File: src/rtl/mux2_rr_arbiter_if.sv
// Handshake bundle: channel a/b inputs, mux select, registered output stage.
// master drives the channels and y_ready; slave is the arbiter side.
interface mux2_rr_arbiter_if #(
  parameter int WIDTH = 8
);
  logic             a_valid;
  logic [WIDTH-1:0] a_data;
  logic             a_ready;
  logic             b_valid;
  logic [WIDTH-1:0] b_data;
  logic             b_ready;
  logic             sel;
  logic             y_valid;
  logic [WIDTH-1:0] y_data;
  logic             y_src;
  logic             y_ready;

  modport master (
    output a_valid, a_data, b_valid, b_data, y_ready,
    input  a_ready, b_ready, sel, y_valid, y_data, y_src
  );

  modport slave (
    input  a_valid, a_data, b_valid, b_data, y_ready,
    output a_ready, b_ready, sel, y_valid, y_data, y_src
  );
endinterface

File: src/rtl/mux2_rr_arbiter.sv
// Round-robin 2:1 valid/ready arbiter with burst allowance feeding a one-entry output register.
// Latency 1 cycle accept-to-y_valid; a_ready/b_ready drop while the output register is stalled.
module mux2_rr_arbiter #(
  parameter int WIDTH     = 8,
  parameter int BURST_LEN = 1,
  parameter int PRIO_INIT = 0
) (
  input  logic              clk,
  input  logic              rst_n,
  mux2_rr_arbiter_if.slave  bus
);

  localparam int CW = $clog2(BURST_LEN + 1);
  localparam logic [CW-1:0] CNT_LAST = CW'(BURST_LEN - 1);

  typedef enum logic {
    OWN_A = 1'b0,
    OWN_B = 1'b1
  } owner_e;

  localparam owner_e OWN_RST = (PRIO_INIT != 0) ? OWN_B : OWN_A;

  owner_e           owner;
  logic [CW-1:0]    cnt;
  logic             y_valid_q;
  logic [WIDTH-1:0] y_data_q;
  logic             y_src_q;

  logic load_en;
  logic grant;
  logic accept;
  logic from_owner;

  // Owner only matters when both channels contend; a lone requester always wins.
  always_comb begin
    grant = 1'b0;
    if (bus.a_valid && bus.b_valid) begin
      grant = (owner == OWN_B);
    end else if (bus.b_valid) begin
      grant = 1'b1;
    end
  end

  assign load_en    = !y_valid_q || bus.y_ready;
  assign accept     = load_en && (grant ? bus.b_valid : bus.a_valid);
  assign from_owner = (grant == (owner == OWN_B));

  assign bus.sel     = grant;
  assign bus.a_ready = load_en && !grant;
  assign bus.b_ready = load_en && grant;
  assign bus.y_valid = y_valid_q;
  assign bus.y_data  = y_data_q;
  assign bus.y_src   = y_src_q;

  always_ff @(posedge clk or negedge rst_n) begin
    if (!rst_n) begin
      y_valid_q <= 1'b0;
      y_data_q  <= '0;
      y_src_q   <= 1'b0;
    end else if (accept) begin
      y_valid_q <= 1'b1;
      y_data_q  <= grant ? bus.b_data : bus.a_data;
      y_src_q   <= grant;
    end else if (bus.y_ready) begin
      y_valid_q <= 1'b0;
    end
  end

  // Non-owner transfers use idle slots and never consume the owner's burst allowance.
  always_ff @(posedge clk or negedge rst_n) begin
    if (!rst_n) begin
      owner <= OWN_RST;
      cnt   <= '0;
    end else if (accept && from_owner) begin
      if (cnt == CNT_LAST) begin
        owner <= (owner == OWN_A) ? OWN_B : OWN_A;
        cnt   <= '0;
      end else begin
        cnt <= cnt + 1'b1;
      end
    end
  end

endmodule
File: src/flat_wrapper.sv
// flat-port wrapper written by rule: the top's interface ports become plain ports
module mux2_rr_arbiter_flat 
#(
  parameter int WIDTH     = 8,
  parameter int BURST_LEN = 1,
  parameter int PRIO_INIT = 0
)
  (clk, rst_n, bus_a_valid, bus_a_data, bus_b_valid, bus_b_data, bus_y_ready, bus_a_ready, bus_b_ready, bus_sel, bus_y_valid, bus_y_data, bus_y_src);
  mux2_rr_arbiter_if #(.WIDTH(WIDTH)) bus_i ();
  input  logic clk;
  input  logic rst_n;
  input wire logic [$bits(bus_i.a_valid)-1:0] bus_a_valid;
  input wire logic [$bits(bus_i.a_data)-1:0] bus_a_data;
  input wire logic [$bits(bus_i.b_valid)-1:0] bus_b_valid;
  input wire logic [$bits(bus_i.b_data)-1:0] bus_b_data;
  input wire logic [$bits(bus_i.y_ready)-1:0] bus_y_ready;
  output wire logic [$bits(bus_i.a_ready)-1:0] bus_a_ready;
  output wire logic [$bits(bus_i.b_ready)-1:0] bus_b_ready;
  output wire logic [$bits(bus_i.sel)-1:0] bus_sel;
  output wire logic [$bits(bus_i.y_valid)-1:0] bus_y_valid;
  output wire logic [$bits(bus_i.y_data)-1:0] bus_y_data;
  output wire logic [$bits(bus_i.y_src)-1:0] bus_y_src;
  assign bus_i.a_valid = bus_a_valid;
  assign bus_i.a_data = bus_a_data;
  assign bus_i.b_valid = bus_b_valid;
  assign bus_i.b_data = bus_b_data;
  assign bus_i.y_ready = bus_y_ready;
  assign bus_a_ready = bus_i.a_ready;
  assign bus_b_ready = bus_i.b_ready;
  assign bus_sel = bus_i.sel;
  assign bus_y_valid = bus_i.y_valid;
  assign bus_y_data = bus_i.y_data;
  assign bus_y_src = bus_i.y_src;
  mux2_rr_arbiter #(.WIDTH(WIDTH), .BURST_LEN(BURST_LEN), .PRIO_INIT(PRIO_INIT)) u_core (.clk(clk), .rst_n(rst_n), .bus(bus_i));
endmodule
File: config.mk
export PLATFORM = sky130hd
export DESIGN_NAME = mux2_rr_arbiter_flat
export DESIGN_NICKNAME = d
export VERILOG_FILES = /design/src/rtl/mux2_rr_arbiter_if.sv /design/src/rtl/mux2_rr_arbiter.sv /design/src/flat_wrapper.sv
export SDC_FILE = /design/constraint.sdc
export NUM_CORES = 1
export LEC_CHECK = 0
export ABC_CLOCK_PERIOD_IN_PS = 2300
export CORE_MARGIN = 2
export CORE_UTILIZATION = 23
export CTS_CLUSTER_SIZE = 10
export DETAILED_ROUTE_END_ITERATION = 10
export PLACE_DENSITY = 0.54
export SETUP_SLACK_MARGIN = 0.2
export SLEW_MARGIN = 25
export SYNTH_ARGS = -nofsm -noshare
export SYNTH_HDL_FRONTEND = slang
export SYNTH_SLANG_ARGS = --single-unit
File: constraint.sdc
create_clock -name clk -period 2.3 [get_ports clk]
set_clock_uncertainty 0.2 [all_clocks]
set_input_delay 0.23 -clock clk [delete_from_list [all_inputs] [get_ports clk]]
set_output_delay 0.23 -clock clk [all_outputs]
set_load 0.005 [all_outputs]
==> results.md <==
* Status: complete, no violations
* Most common cell after layout, fill and taps aside: clkdlybuf4s50_1
* Worst slew pin tran at 511 ps
* Synth Instances at 62
* Hold Fails Final Rpt at 0
* Startpoint Class: input pin
* CTS resizes at 0
* Place WS at 265 ps
* Setup repair bufs after CTS at 0
* Critical path fanouts, max at 3
* Final core occ at 42.7%
* Nets at 122
* Post-route minimum period at 2020 ps
* Share of cells above drive strength 1 at 13.0%
* Critical path's slowest cell: clkdlybuf4s50_1
* GP Congestion at 0.783
* Initial antenna violation count at 0
* Setup crit end kind: output port
* Biggest area consumer among synthesized cells: dfrtp_1
* Initial Util at 24.8%
* Pwr Density at 580 mW/mm^2
* VDD IR max at 0.233 mV
* Drt pass-1 iters at 4
* Comb power frac at 33.1%
* Ports at 34
* Core area at 0.00225 mm^2
* Final setup viols at 0
* Global Route Usage Sum at 14.0%
* Vias in the first global route at 601
* WP data arrival at 1590 ps
* Post-synth EDFFs at 0
* Wire per inst at 13.7 um
* Final Cycle Share at 87.8%
* Diode count at 0
* PortBufs at 33
* Worst path required time at 1870 ps
* Leakage power at 0.380 nW
* Headroom to the max-slew limit at 65.8%
* R2R setup slack at 1000 ps
* DR vias at 592
* Post-synth top flop: dfrtp_1
* Slew Viols, Final at 0
* Vias per inst at 4.63
* Clk network pwr share at 24.4%
* Post-DP HPWL at 1370 um
* Area Overhead vs Synth at 72.6%
* Number of DRC markers in iteration 0 at 1
* WL final at 1750 um
* Seq cells post-synth at 11
* Sw frac at 27.5%
* Worst setup path class: input pin to output port
* Clock Root Buffer: clkbuf_4
* Pint at 0.405 mW
* Clock Path Buffers at 2
* Worst hold-check path type: input pin to asynchronous set/reset pin
* Commonest non-fill, non-tap cells in the layout: clkdlybuf4s50_1 (33), dfrtp_1 (11), nand3_1 (9)
* Flop pwr share at 42.5%
* Largest net degree at the start of global routing at 12
* Synth warnings at 0
* RSZ-0062 raised after global routing: false
* Register area share after synthesis at 49.3%
* Synth Area per Inst at 9.00 um^2
* Number of max-cap violations at 0
* Die area at 0.00284 mm^2
* Max incr delay on CP at 500 ps
* Switching Power at 0.153 mW
* Total negative slack at 0 ps
* Global route overflow at 0
* First-pass GRT wire length at 2790 um
* Die height at 53.3 um
* Clock slew at reported path FFs at 70 ps
* Worst skew pair latency at 270 ps
* Setup slack after layout at 280 ps
* Post-synth ARST share at 100%
* Cell area after synthesis at 558 um^2
* TritonCTS Buffers at 3
* # rows at 17
* Yosys cell types at 16
* Total clock sinks at 11
* Net Count, Synth at 83
* Max Clk Rate at 495 MHz
* Worst path cell trace: clkdlybuf4s50_1 > nor2b_1 > nor2_1 > nor2b_1 > clkdlybuf4s50_1
* Final ANT Viol Nets at 0
* Post-synth top area share at 49.3%
* Die X-Extent at 53.3 um
* Remaining DRCs at 0
* Top cells by area, synth: dfrtp_1 (49%), a31oi_1 (9.0%), nand3_1 (8.1%)
* Hold buffers post-CTS at 0
* H-tree Lvls at 1
* CTS tree: done
-- path summary, 6_finish.rpt --
check	from	depth (start not counted)	to
min	rst_n	1	u_core.bus.y_data[2]
max reg2reg	u_core.bus.y_valid	4	u_core.bus.y_data[1]
min in group clk	u_core.owner	1	u_core.owner
max	bus_a_valid	5	bus_a_ready
min reg2reg	u_core.owner	1	u_core.owner
max in group asynchronous	rst_n	1	u_core.bus.y_data[3]
-- Yosys cell counts (2+ instances only) --
| master | n |
|---|---|
| dfrtp_1 | 11 |
| nand3_1 | 9 |
| a21oi_1 | 8 |
| a31oi_1 | 8 |
| o21ai_0 | 8 |
| clkbuf_1 | 3 |
| nand2b_1 | 3 |
| buf_6 | 2 |
| inv_2 | 2 |
| nor2b_1 | 2 |
-- power by group through the flow --
stage                     sequential [mW]  combinational [mW]  clock (mW)
after floorplan                     0.243              0.0644           0
after global placement              0.241               0.187           0
after detailed placement            0.242               0.187           0
after CTS                           0.238               0.188       0.140
after global routing                0.243               0.205       0.145
final                               0.238               0.185       0.136
-- state kept, by name, indices dropped and copies added, names as in the netlist --
name                flops
u_core.owner            1
u_core.bus.y_valid      1
u_core.bus.y_data       8
u_core.bus.y_src        1
-- cells by family (layout without fill, tap and decap cells) --
kind of cell,count (synthesis),count (layout),share of synthesized area [%]
flops,11,11,49.3
compound gates,26,26,25.6
buf+inv,8,46,8.07
simple gates,17,17,17.0
-- critical path, delay by kind of cell --
family,cells,cell delay [ps]
and+or+nand+nor,3,350
buffers and inverters,2,1000
-- layer usage --
metal / part of all wire, % / track usage, %
met1: 42 / 16.6
met2: 49 / 24.3
met3: 8.0 / 3.11
met4: 1.3 / 5.13
met5: 0 / 0
-- cell type report --
type / instances / area (um^2)
flip-flops and latches: 11 / 275
multi-input cells: 43 / 240
inverters: 3 / 11.3
well taps: 28 / 35.0
clock buffers: 4 / 26.3
repair buffers: 39 / 375
fillers: 252 / 1290
-- per-stage QoR --
step | cell area [um^2] | power, mW | hold WS (ps) | cells
3_3_place_gp | 935 | 0.427 | 292 | 124
6_report | 963 | 0.559 | 90.8 | 128
2_1_floorplan | 558 | 0.307 | -266 | 62
5_1_grt | 963 | 0.592 | 129 | 128
3_5_place_dp | 935 | 0.429 | 302 | 124
4_1_cts | 961 | 0.566 | 106 | 128
Note: power is estimated with default switching activity, not from simulation.
